`src/rtl/dphy_hs_lane_seq_if.sv`:
```
// Upstream payload stream into the D-PHY HS lane sequencer: burst request plus valid/ready byte channel.
interface dphy_hs_lane_seq_if;
    logic       req;
    logic [7:0] in_data;
    logic       in_valid;
    logic       in_last;
    logic       in_ready;

    modport master (output req, output in_data, output in_valid, output in_last, input in_ready);
    modport slave  (input req, input in_data, input in_valid, input in_last, output in_ready);
endinterface

```
`src/rtl/dphy_hs_lane_seq.sv`:
```
// Per-lane D-PHY HS burst sequencer (LP-11 -> LP-01 -> LP-00 -> HS-zero -> sync -> payload -> trail -> LP-11).
// Optional burst/underrun statistics counters are built when DPHY_SEQ_STATS_EN is defined.
module dphy_hs_lane_seq #(
    parameter int unsigned T_LPX        = 2,
    parameter int unsigned T_HS_PREPARE = 3,
    parameter int unsigned T_HS_ZERO    = 8,
    parameter int unsigned T_HS_TRAIL   = 4,
    parameter int unsigned T_HS_EXIT    = 4,
    parameter int unsigned TMR_W        = 8
) (
    input  logic                byte_clk,
    input  logic                rst_n,
    dphy_hs_lane_seq_if.slave   up,
    output logic [7:0]          hs_data,
    output logic                hs_en,
    output logic                lp_p,
    output logic                lp_n,
    output logic                busy,
    output logic                done,
    output logic                underrun
`ifdef DPHY_SEQ_STATS_EN
    ,
    output logic [15:0]         stat_bursts,
    output logic [7:0]          stat_underruns
`endif
);

    localparam logic [2:0] S_IDLE  = 3'd0;
    localparam logic [2:0] S_LP01  = 3'd1;
    localparam logic [2:0] S_LP00  = 3'd2;
    localparam logic [2:0] S_ZERO  = 3'd3;
    localparam logic [2:0] S_DATA  = 3'd4;
    localparam logic [2:0] S_TRAIL = 3'd5;
    localparam logic [2:0] S_EXIT  = 3'd6;

    localparam logic [7:0] SYNC_BYTE = 8'hB8;

    logic [2:0]       state, state_nx;
    logic [TMR_W-1:0] timer, timer_nx;
    logic [7:0]       hs_data_nx;
    logic             last_bit, last_bit_nx;
    logic             done_nx, underrun_nx;
    logic             lp_p_nx, lp_n_nx, hs_en_nx, busy_nx;
    logic             tmr_zero;

    // The sync byte is on the lane during the first DATA cycle, so the first payload
    // byte is taken while 0xB8 is being sent and no filler byte is ever emitted.
    assign up.in_ready = (state == S_DATA);
    assign tmr_zero    = (timer == '0);

    // Next-state, timer and registered-output decode
    always_comb begin
        state_nx    = state;
        timer_nx    = timer;
        hs_data_nx  = hs_data;
        last_bit_nx = last_bit;
        done_nx     = 1'b0;
        underrun_nx = 1'b0;

        case (state)
            S_IDLE: begin
                hs_data_nx = 8'h00;
                if (up.req) begin
                    state_nx = S_LP01;
                    timer_nx = TMR_W'(T_LPX - 1);
                end
            end
            S_LP01: begin
                if (tmr_zero) begin
                    state_nx = S_LP00;
                    timer_nx = TMR_W'(T_HS_PREPARE - 1);
                end else begin
                    timer_nx = timer - TMR_W'(1);
                end
            end
            S_LP00: begin
                if (tmr_zero) begin
                    state_nx = S_ZERO;
                    timer_nx = TMR_W'(T_HS_ZERO - 1);
                end else begin
                    timer_nx = timer - TMR_W'(1);
                end
            end
            S_ZERO: begin
                if (tmr_zero) begin
                    state_nx    = S_DATA;
                    hs_data_nx  = SYNC_BYTE;
                    last_bit_nx = SYNC_BYTE[7];
                end else begin
                    timer_nx = timer - TMR_W'(1);
                end
            end
            S_DATA: begin
                if (up.in_valid) begin
                    hs_data_nx  = up.in_data;
                    last_bit_nx = up.in_data[7];
                    if (up.in_last) begin
                        // last byte still occupies one lane cycle before the trail pattern
                        state_nx = S_TRAIL;
                        timer_nx = TMR_W'(T_HS_TRAIL);
                    end
                end else begin
                    state_nx    = S_TRAIL;
                    timer_nx    = TMR_W'(T_HS_TRAIL - 1);
                    hs_data_nx  = {8{~last_bit}};
                    underrun_nx = 1'b1;
                end
            end
            S_TRAIL: begin
                hs_data_nx = {8{~last_bit}};
                if (tmr_zero) begin
                    state_nx   = S_EXIT;
                    timer_nx   = TMR_W'(T_HS_EXIT - 1);
                    hs_data_nx = 8'h00;
                end else begin
                    timer_nx = timer - TMR_W'(1);
                end
            end
            S_EXIT: begin
                if (tmr_zero) begin
                    state_nx = S_IDLE;
                    done_nx  = 1'b1;
                end else begin
                    timer_nx = timer - TMR_W'(1);
                end
            end
            default: begin
                state_nx   = S_IDLE;
                timer_nx   = '0;
                hs_data_nx = 8'h00;
            end
        endcase

        lp_p_nx  = (state_nx == S_IDLE) || (state_nx == S_EXIT);
        lp_n_nx  = (state_nx == S_IDLE) || (state_nx == S_EXIT) || (state_nx == S_LP01);
        hs_en_nx = (state_nx == S_ZERO) || (state_nx == S_DATA) || (state_nx == S_TRAIL);
        busy_nx  = (state_nx != S_IDLE);
    end

    // State, timer and lane pins; reset returns the lane to LP-11 without a trail
    always_ff @(posedge byte_clk) begin
        if (!rst_n) begin
            state    <= S_IDLE;
            timer    <= '0;
            last_bit <= 1'b0;
            hs_data  <= 8'h00;
            hs_en    <= 1'b0;
            lp_p     <= 1'b1;
            lp_n     <= 1'b1;
            busy     <= 1'b0;
            done     <= 1'b0;
            underrun <= 1'b0;
        end else begin
            state    <= state_nx;
            timer    <= timer_nx;
            last_bit <= last_bit_nx;
            hs_data  <= hs_data_nx;
            hs_en    <= hs_en_nx;
            lp_p     <= lp_p_nx;
            lp_n     <= lp_n_nx;
            busy     <= busy_nx;
            done     <= done_nx;
            underrun <= underrun_nx;
        end
    end

`ifdef DPHY_SEQ_STATS_EN
    // Saturating event counters, advanced on the same edge that raises each pulse
    always_ff @(posedge byte_clk) begin
        if (!rst_n) begin
            stat_bursts    <= 16'h0000;
            stat_underruns <= 8'h00;
        end else begin
            if (done_nx && (stat_bursts != 16'hFFFF)) begin
                stat_bursts <= stat_bursts + 16'd1;
            end
            if (underrun_nx && (stat_underruns != 8'hFF)) begin
                stat_underruns <= stat_underruns + 8'd1;
            end
        end
    end
`endif

endmodule

```
`src/flat_wrapper.sv`:
```
// flat-port wrapper written by rule: the top's interface ports become plain ports
module dphy_hs_lane_seq_flat 
#(
    parameter int unsigned T_LPX        = 2,
    parameter int unsigned T_HS_PREPARE = 3,
    parameter int unsigned T_HS_ZERO    = 8,
    parameter int unsigned T_HS_TRAIL   = 4,
    parameter int unsigned T_HS_EXIT    = 4,
    parameter int unsigned TMR_W        = 8
)
  (byte_clk, rst_n, hs_data, hs_en, lp_p, lp_n, busy, done, underrun, up_req, up_in_data, up_in_valid, up_in_last, up_in_ready);
  dphy_hs_lane_seq_if up_i ();
  input  logic byte_clk;
  input  logic rst_n;
  output logic [7:0] hs_data;
  output logic hs_en;
  output logic lp_p;
  output logic lp_n;
  output logic busy;
  output logic done;
  output logic underrun;
  input wire logic [$bits(up_i.req)-1:0] up_req;
  input wire logic [$bits(up_i.in_data)-1:0] up_in_data;
  input wire logic [$bits(up_i.in_valid)-1:0] up_in_valid;
  input wire logic [$bits(up_i.in_last)-1:0] up_in_last;
  output wire logic [$bits(up_i.in_ready)-1:0] up_in_ready;
  assign up_i.req = up_req;
  assign up_i.in_data = up_in_data;
  assign up_i.in_valid = up_in_valid;
  assign up_i.in_last = up_in_last;
  assign up_in_ready = up_i.in_ready;
  dphy_hs_lane_seq #(.T_LPX(T_LPX), .T_HS_PREPARE(T_HS_PREPARE), .T_HS_ZERO(T_HS_ZERO), .T_HS_TRAIL(T_HS_TRAIL), .T_HS_EXIT(T_HS_EXIT), .TMR_W(TMR_W)) u_core (.byte_clk(byte_clk), .rst_n(rst_n), .up(up_i), .hs_data(hs_data), .hs_en(hs_en), .lp_p(lp_p), .lp_n(lp_n), .busy(busy), .done(done), .underrun(underrun));
endmodule
```
`config.mk`:
```
export PLATFORM = sky130hd
export DESIGN_NAME = dphy_hs_lane_seq_flat
export DESIGN_NICKNAME = d
export VERILOG_FILES = /design/src/rtl/dphy_hs_lane_seq_if.sv /design/src/rtl/dphy_hs_lane_seq.sv /design/src/flat_wrapper.sv
export SDC_FILE = /design/constraint.sdc
export NUM_CORES = 1
export LEC_CHECK = 0
export CAP_MARGIN = 20
export CORE_MARGIN = 10
export CORE_UTILIZATION = 55
export DETAILED_ROUTE_END_ITERATION = 12
export PLACE_DENSITY_LB_ADDON = 0.12
export SYNTH_ARGS = -nofsm -noshare
export SYNTH_HDL_FRONTEND = slang
export SYNTH_SLANG_ARGS = --single-unit
export TNS_END_PERCENT = 20
```
`constraint.sdc`:
```
create_clock -name byte_clk -period 5.6 [get_ports byte_clk]
set_input_delay 0.56 -clock byte_clk [delete_from_list [all_inputs] [get_ports byte_clk]]
set_output_delay 0.56 -clock byte_clk [all_outputs]
set_load 0.01 [all_outputs]
```
### Word-level counts from Yosys, hierarchy flattened

Cells that the tools add are included.

* flip-flop bits (word level): 26
* input port bits: 13
* logic and storage cells: 71

* muxes and demuxes: 26
* add/subtract/negate cells: 1
* bitwise gates (word level): 2
* reductions and logical operators: 16
* equal/unequal tests: 16

Operators with widths (count)
* 8-bit two-way mux: 10
* 8-bit case mux with 6 select lines: 1
* 8-bit case mux with 4 select lines: 1
* 3-bit two-way mux: 8
* 3-bit case mux with 7 select lines: 1
* 3-bit == test (second input constant): 6
* 3-bit by 2-bit == test with 1-bit output (second input constant): 3
* 8-bit logical NOT: 1
* 8-bit by 1-bit subtractor with 8-bit output (second input constant): 1
* 3-bit by 1-bit == test with 1-bit output (second input constant): 2
* 3-bit logical NOT: 2
* 2-bit inequality test (second input constant): 3
* 2-bit AND reduction: 3
* 3-bit AND reduction: 2
* 1-bit logical OR: 4
* 1-bit two-way mux: 4
* 3-bit inequality test (second input constant): 1
* 3-bit nonzero test: 1
* 3-bit OR reduction: 1
* 2-bit by 1-bit inequality test with 1-bit output (second input constant): 1
* 1-bit inverter: 2
* 1-bit case mux with 2 select lines: 1
* 2-bit nonzero test: 1
* 2-bit OR reduction: 1

### Longest topological paths before layout

Gate-level depths: netlist (run 1).

* word-level depth: 6
* depth in mapped cells: 8

### Worst setup path before layout (run 1)

OpenSTA, ideal clock, no wires.

* path kind: flip-flop to flip-flop
* start point: register u_core.timer[0]
* end point: register u_core.timer[4]
* cell stages (with the launch flop): 9
* arrival: 1775 ps
* period minus slack after synthesis: 1845 ps
* slack: 3755 ps
* cell sequence: dfxtp_1 > inv_1 > ha_1 > nor4bb_1 > buf_6 > and3_1 > buf_2 > or4_1 > a21oi_1

* cells in the longest elaborated chain, start to end: 3
* elaborated cells on any way between the ends: 9

Ends and longest elaborated chain
* start: declaration: line dphy_hs_lane_seq.sv:39 `logic [TMR_W-1:0] timer, timer_nx;`
* start signal: assignment: line dphy_hs_lane_seq.sv:155 `timer <= timer_nx;`
* 8-bit by 1-bit subtractor with 8-bit output or 8-bit logical NOT (tied branches)
* 8-bit two-way mux, or another cell as far along: line dphy_hs_lane_seq.sv:85, dphy_hs_lane_seq.sv:120
* 8-bit case mux with 6 select lines or 3-bit AND reduction (tied branches)

Several ways; a longest one is shown, not always the timed one. The select of a mux whose other input is x is not followed.
A chain may end at the register's enable or synchronous reset.

### Worst setup path after layout (run 1)

* start point: register u_core.state[2]
* end point: output up_in_ready

* cells in the longest elaborated chain, start to end: 1

Ends and longest elaborated chain
* start: declaration: line dphy_hs_lane_seq.sv:38 `logic [2:0] state, state_nx;`
* start signal: assignment: line dphy_hs_lane_seq.sv:154 `state <= state_nx;`
* 3-bit == test: line dphy_hs_lane_seq.sv:48 `assign up.in_ready = (state == S_DATA);`
* end: declaration: line flat_wrapper.sv:26 `output wire logic [$bits(up_i.in_ready)-1:0] up_in_ready;`

No other way between the ends.

==> results of run 1 <==
==> per-layer routing <==
layer	global-route usage, %	part of all wire (%)
met1	20.3	41
met2	25.5	50
met3	4.49	7.8
met4	5.27	1.1
met5	0	0
==> cells in the final DEF (no fill, tap or decap), types with 4 or more instances in the layout <==
cell type / netlist / layout
nand3_1: 4 / 4
inv_1: 7 / 7
clkdlybuf4s50_1: 0 / 27
nor2_1: 9 / 9
a21o_1: 7 / 7
a31oi_1: 5 / 5
nand2b_1: 4 / 4
o211ai_1: 6 / 6
o21ai_1: 4 / 4
o31ai_1: 5 / 5
a21oi_1: 28 / 28
o21ai_0: 5 / 5
or4_1: 4 / 4
dfxtp_1: 26 / 26
nand2_1: 8 / 8
==> power breakdown <==
part           switching (mW)  leakage [nW]  internal [mW]  total, mW
Combinational           0.299         0.442          0.203      0.502
Clock                  0.0527        0.0138         0.0252     0.0779
Sequential             0.0717         0.212          0.231      0.303
==> layout make-up <==
class                           instances  area share (%)
Sequential cell                        26            28.8
Tap cell                               31            2.15
Inverter                                9            1.87
Timing Repair Buffer                   29            15.8
Multi-Input combinational cell        136            50.2
Clock buffer                            3            1.25
==> path summary, 6_finish.rpt <==
check | cells after the start | slack, ps | end
setup reg to reg | 4 | 3290 | u_core.timer[5]
hold / removal | 2 | 510 | u_core.hs_data[1]
hold reg to reg | 2 | 510 | u_core.hs_data[1]
setup / recovery | 3 | 2770 | up_in_ready
==> per-stage QoR <==
step,utilization (%),cells,total power [mW]
global placement,65.9,231,0.775
detailed placement,65.9,231,0.797
floorplan,-,186,0.686
CTS,66.7,234,0.878
finish,66.7,234,0.882
global route,66.7,234,0.949
==> cells by family (layout without fill, tap and decap cells) <==
kind of cell	count (synthesis)	after routing	share of synthesized area, %
compound gates	81	81	35.0
simple gates	49	49	19.9
flops	26	26	33.8
buf+inv	24	41	7.24
xor+xnor	3	3	1.71
fa+ha+maj	2	2	1.63
mux	1	1	0.650
==> synthesized netlist by cell type (5+ instances only) <==
cell type | count | area, sq um
dfxtp_1 | 26 | 521
clkbuf_1 | 10 | 37.5
nor2_1 | 9 | 33.8
inv_1 | 7 | 26.3
o211ai_1 | 6 | 45.0
a21o_1 | 7 | 52.6
o31ai_1 | 5 | 37.5
a21oi_1 | 28 | 140
o21ai_0 | 5 | 25.0
a31oi_1 | 5 | 31.3
nand2_1 | 8 | 30.0
==> state kept, by name (all words and copies together), names as in the netlist <==
signal / cells
u_core.busy: 1
u_core.done: 1
u_core.hs_data: 8
u_core.hs_en: 1
u_core.last_bit: 1
u_core.lp_n: 1
u_core.lp_p: 1
u_core.state: 3
u_core.timer: 8
u_core.underrun: 1
==> worst max-delay path, cell delays in order, from the launching register on <==
cell             delay [ps]
dfxtp_1                 870
nor3b_1                 280
buf_4                   240
clkdlybuf4s50_1         570
==> impl_results.md, run 1 <==
* Outcome: finished, final reports clean
* # rows at 19
* Maximum vdd ir drop at 0.446 mV
* Fmax at 353 MHz
* Cell Pwr Density at 488 nW/um^2
* Die Wd at 72.9 um
* Top Ports at 28
* Yosys cell types at 53
* Die area at 5310 sq um
* EDFF count, synth at 0
* Final #Nets at 220
* Routed WL at 4.24 mm
* Gr usage total at 16.1%
* Hold Crit Class: reg -> reg
* Vias in the first global route at 1473
* Clock Latency Late Sink at 320 ps
* Wire per inst at 18.1 um
* Starting Density at 56.8%
* Part of the cycle the worst path needs at 50.6%
* Deepest clock path buffer count at 2
* Max Transition Viols Final at 0
* Layout Skew at 8.21 ps
* Max Cap Violations at 0
* H-tree Lvls at 1
* Worst hold slack at 510 ps
* Quantity of I/O buffers inserted on ports at 27
* Sequential fraction of the synthesis area at 33.8%
* DRC viols at 0
* Final setup fails at 0
* Multi-input gate area at 907 sq um
* Area after DPL at 1790 sq um
* Largest fanout on the critical path at 25
* DRT Pass-1 Iters at 4
* Final hold vios at 0
* Worst slew pin tran at 961 ps
* Final Cell Area at 1810 sq um
* Postcts setup bufs at 0
* CP startpoint: u_core.state[2]
* Sequential Area at 520 sq um
* Post-Syn Area at 1540 sq um
* Hold Startpoint: u_core.hs_data[1]
* Slew HR at 35.4%
* #FFs+latches synth at 26
* GR Overflow Total at 0
* Root Buffer: clkbuf_4
* First-pass GRT wire length at 7.13 mm
* Setup_tns at 0 ps
* # hold bufs at CTS at 0
* Post-CTS Resized at 0
* CTS tree: yes
* CTS Buf Count at 3
* Worst EP arrival at 2270 ps
* FFs w/ async S/R, synth at 0%
* Core Box Area at 2710 sq um
* Crit end category: primary output
* Cells after synthesis at 186
* Pin count of the biggest net entering global routing at 26
* Place WS at 2880 ps
* RSZ-0062 raised after global routing: no
* Yosys warns at 0
* Antenna Nets Post-Route at 0
* Clock Pin Slew Worst Setup and Hold Paths at 130 ps
* Worst endpoint required time at 5040 ps
* P_leak at 0.667 nW
* Via count at 1534
* Number of diodes at 0
* Clock Sinks at 26
* Avg Inst Size Synth at 8.27 sq um
* Dpl hpwl at 3.03 mm
* Gp weighted congestion at 0.965
* Die Height at 72.9 um
* Layout cells sized above 1 at 5.42%
* Initial antenna violation count at 0
* Area growth from synthesis to layout at 17.5%
* Tmin final at 2830 ps
* Setup Crit Path Kind: reg -> out
* 1st-iter DRT viols at 138
* Via density at 6.56
* Fill cell count at 242
* Critical R2R Launch: u_core.state[2]
* CP Launch Type: flop
* Main synth FF type: dfxtp_1
* Post-Syn Nets at 201
* PnR worst setup slack at 2770 ps
Note: power is estimated with default switching activity, not from simulation.
==> inputs of run 2 (changes only) <==
--- a/config.mk
+++ b/config.mk
@@ -7,7 +7,7 @@
 export LEC_CHECK = 0
 export CAP_MARGIN = 20
 export CORE_MARGIN = 10
-export CORE_UTILIZATION = 55
+export CORE_UTILIZATION = 52
 export DETAILED_ROUTE_END_ITERATION = 12
 export PLACE_DENSITY_LB_ADDON = 0.12
 export SYNTH_ARGS = -nofsm -noshare
==> constraint.sdc (replaced) <==
create_clock -name byte_clk -period 2.94 [get_ports byte_clk]
set_input_delay 0.294 -clock byte_clk [delete_from_list [all_inputs] [get_ports byte_clk]]
set_output_delay 0.294 -clock byte_clk [all_outputs]
set_load 0.01 [all_outputs]
==> run 2 against run 1 <==
  * Register-to-register slack lost 2500 ps
  * Clock power rose by 130%
  * Sequential cell count is the same
==> impl_results.md, run 2 (synthesis gave the netlist of run 1 again) <==
* Final #Nets at 224
* Vias in the first global route at 1404
* Worst slew pin tran at 932 ps
* Crit end category: primary output
* Fin cells at 239
* Fmax at 419 MHz
* Layout cells sized above 1 at 7.69%
* Final hold vios at 0
* Area after DPL at 1820 sq um
* DRT Pass-1 Iters at 5
* Top Ports at 28
* Die Wd at 74.4 um
* P_leak at 0.695 nW
* First-pass GRT wire length at 6.38 mm
* Postcts setup bufs at 0
* Hold Crit Class: reg -> reg
* Gp weighted congestion at 0.844
* Wire per inst at 16.5 um
* DRC viols at 0
* Most common cell after layout, fill and taps aside: a21oi_1
* CTS Buf Count at 3
* Max Transition Viols Final at 0
* Fill cell count at 236
* RSZ-0062 raised after global routing: no
* Clock Pin Slew Worst Setup and Hold Paths at 150 ps
* Clock Latency Late Sink at 320 ps
* Setup Crit Path Kind: reg -> out
* Post-CTS Resized at 0
* Number of diodes at 0
* Antenna Nets Post-Route at 0
* Clock Sinks at 26
* Cell Pwr Density at 921 nW/um^2
* Part of the cycle the worst path needs at 81.1%
* Setup_tns at 0 ps
* Via density at 6.36
* # hold bufs at CTS at 0
* Starting Density at 54.9%
* Pin count of the biggest net entering global routing at 20
* Max Cap Violations at 0
* Outcome: finished, final reports clean
* Die area at 5540 sq um
* Root Buffer: clkbuf_4
* Worst hold slack at 514 ps
* 1st-iter DRT viols at 199
* Via count at 1520
* # rows at 19
* Routed WL at 3.95 mm
* Layout Skew at 11.2 ps
* Area growth from synthesis to layout at 20.3%
* Tmin final at 2390 ps
* Final setup fails at 0
* Top Registers: u_core.hs_data: 8 flops, u_core.timer: 8 flops, u_core.state: 3 flops
* CTS tree: yes
* Die Height at 74.4 um
* Gr usage total at 14.3%
* Core Box Area at 2810 sq um
* Initial antenna violation count at 0
* CP Launch Type: flop
* GR Overflow Total at 0
* Dpl hpwl at 2.86 mm
* Worst endpoint required time at 2650 ps
* Largest fanout on the critical path at 18
* Quantity of I/O buffers inserted on ports at 27
* H-tree Lvls at 1
* Slew HR at 37.4%
* Commonest cells after routing, fill and taps aside: a21oi_1 (28), clkdlybuf4s50_1 (27), dfxtp_1 (26), nor2_1 (9), nand2_1 (8)
* Placed cells at 235
* Final Cell Area at 1850 sq um
* Worst EP arrival at 2090 ps
* Deepest clock path buffer count at 2
* Maximum vdd ir drop at 0.442 mV
==> run 2: cell types whose count changed in the layout (fill, tap and decap cells not counted) <==
cell | previous run | this run
buf_4 | 2 | 6
clkbuf_8 | 0 | 1
==> run 2: layer usage <==
| metal | global-route usage (%) | vias up | wire (um) |
|---|---|---|---|
| li1 | - | 749 | - |
| met1 | 17.3 | 700 | 1680 |
| met2 | 22.9 | 69 | 1900 |
| met3 | 4.92 | 2 | 355 |
| met4 | 5.46 | 0 | 17 |
| met5 | 0 | - | 0 |
==> run 2: where the power goes <==
| group | internal, mW | switching [mW] | total, mW | leakage, nW |
|---|---|---|---|---|
| sequential | 0.440 | 0.115 | 0.555 | 0.212 |
| combinational | 0.397 | 0.571 | 0.968 | 0.463 |
| clock | 0.0757 | 0.107 | 0.183 | 0.0210 |
| total | 0.913 | 0.793 | 1.71 | 0.695 |
==> run 2: cell type report <==
type	count	area (sq um)	area share (%)
Tap cell	31	38.8	2.09
Sequential cell	26	520	28.1
Multi-Input combinational cell	136	907	49.0
Timing Repair Buffer	33	315	17.0
Inverter	9	33.8	1.82
Clock buffer	4	36.3	1.96
==> run 2: through the flow <==
step	utilization, %	power (mW)	worst slack [ps]
after global placement	64.7	1.48	924
after CTS	66.0	1.70	564
after floorplan	-	1.31	1090
final	66.0	1.71	554
after global routing	66.0	1.83	389
after detailed placement	64.7	1.51	881
==> run 2: worst paths after layout <==
path / start / end / slack, ps / cells after the start
hold / removal: u_core.hs_data[0] / u_core.hs_data[0] / 510 / 2
setup / recovery: u_core.state[2] / up_in_ready / 550 / 3
hold reg to reg: u_core.hs_data[0] / u_core.hs_data[0] / 510 / 2
setup reg to reg: u_core.state[1] / u_core.timer[7] / 810 / 5
==> run 2: critical path: stages (launching register included) <==
cell and delay, ps:
dfxtp_1 700, nor3b_1 310, buf_4 210, clkdlybuf4s50_1 550
==> edit, RTL diff (flow settings as in run 1) <==
`TMR_W` is set to 8 in 2 places; all go to 7.
--- a/src/rtl/dphy_hs_lane_seq.sv
+++ b/src/rtl/dphy_hs_lane_seq.sv
@@ -6,7 +6,7 @@
     parameter int unsigned T_HS_ZERO    = 8,
     parameter int unsigned T_HS_TRAIL   = 4,
     parameter int unsigned T_HS_EXIT    = 4,
-    parameter int unsigned TMR_W        = 8
+    parameter int unsigned TMR_W        = 7
 ) (
     input  logic                byte_clk,
     input  logic                rst_n,
--- a/src/flat_wrapper.sv
+++ b/src/flat_wrapper.sv
@@ -6,7 +6,7 @@
     parameter int unsigned T_HS_ZERO    = 8,
     parameter int unsigned T_HS_TRAIL   = 4,
     parameter int unsigned T_HS_EXIT    = 4,
-    parameter int unsigned TMR_W        = 8
+    parameter int unsigned TMR_W        = 7
 )
   (byte_clk, rst_n, hs_data, hs_en, lp_p, lp_n, busy, done, underrun, up_req, up_in_data, up_in_valid, up_in_last, up_in_ready);
   dphy_hs_lane_seq_if up_i ();
Check against the original RTL: no difference found for any inputs over 10 cycles, from zero or initial values and one cycle with rst_n low; that may be too few to reach the edited logic, so the function may still have changed.
==> edit against run 1 <==
Total power fell by 4.0%. Non-clock buffer count fell by 2. Final area fell by 7.3%. Sequential cell count fell by 1. Count of clock-buffer cells in the layout did not move. Synthesized area fell by 10%. Setup slack improved by 0.076 ns. Die area fell by 7.5%. Wire length fell by 13%. Critical endpoint unchanged.
==> edit: results (changes against run 1) <==
The flow ran to the end, and the final reports show no timing, DRC or antenna violations. Post-synthesis share of cell area spent on full adders, half adders and majority gates: 0.0181 (+0.00186). The worst register-to-register path begins at u_core.timer[0]$_SDFFE_PN0P_. The number of vias per cell came out at 6.21 (-5.3%). The startpoint identified for the worst hold timing path is u_core.timer[3]$_SDFFE_PN0P_. The setup clock skew after layout was 0.0169 ns (+0.00869 ns); the relative max-transition margin was 0.483 (+0.129). The largest voltage drop on the vdd net is 286 uV (-36%), and the length in cells of the worst reg-to-reg path is 7 (+3). The fraction of met1 tracks used by global routing is 0.158 (-0.0458). The run gives 3.27 ns (-0.02 ns) as the setup slack of the worst register-to-register path. The global routing met2 resource utilization is 0.233 (-0.0227).

For hold timing, the worst endpoint is u_core.timer[3]$_SDFFE_PN0P_. The worst hold path cell count came out at 1 (-1). Clock edge transition at the registers on the reported setup and hold paths: 0.15 ns (+0.02 ns). By area the synthesized netlist is led by dfxtp_1 (36%), a21oi_1 (6.2%), o21ai_0 (5.8%), nand2_1 (5.2%), nor2_1 (4.6%). The tools report the global routing met3 resource utilization as 0.0395 (-0.00535).

The total global routing track utilization was 0.138 (-0.0227); the count of plain and timing-repair buffers in the layout was 27 (-6.9%). The run gives 0.362 (+0.0241) as the sequential area share after synthesis. The xor and xnor area share after synthesis is 0.0127 (-0.00439), and the maximum fanout along the worst path is 19 (-24%). The tools report the total iterations of the first detailed-routing run as 5 (+1). The fraction of final layout cells with drive strength greater than 1 works out to 0.0816 (+0.0274).

The destination of the worst register-to-register timing path was u_core.timer[0]$_SDFFE_PN0P_. For the initial detailed-routing violation count, the log shows 133 (-3.6%). Among all cell types in the netlist, the one instantiated most often is dfxtp_1. The total length of routed met3 wires was 283 um (-15%). The run gives 0.622 nW (-6.9%) as the leakage component of the power.
==> edit: cell count changes after synthesis, sizes merged, moves of 4 or more <==
cell    delta
nor2       +8
inv        -4
o31ai      -4
nand2     +11
clkbuf     -4
o21ai      +7
a21o       -6
nor3       +5
o211ai     -4
a21oi     -11
==> edit: metrics by stage <==
step / std cells / hold slack [ns] / util / setup WS, ns / cell area [um2]
3_5_place_dp: 222 / 0.476 / 0.677 / 3.21 / 1650
5_1_grt: 226 / 0.543 / 0.689 / 2.67 / 1680
6_report: 226 / 0.512 / 0.689 / 2.84 / 1680
3_3_place_gp: 222 / 0.466 / 0.677 / 3.22 / 1650
2_1_floorplan: 175 / 0.453 / - / 3.64 / 1380
4_1_cts: 226 / 0.507 / 0.689 / 2.86 / 1680
==> edit: power by group <==
| part | internal [mW] | total [mW] | switching [mW] |
|---|---|---|---|
| clock network | 0.0268 | 0.0836 | 0.0569 |
| logic | 0.197 | 0.478 | 0.281 |
| registers | 0.222 | 0.285 | 0.0635 |
| total | 0.445 | 0.847 | 0.402 |
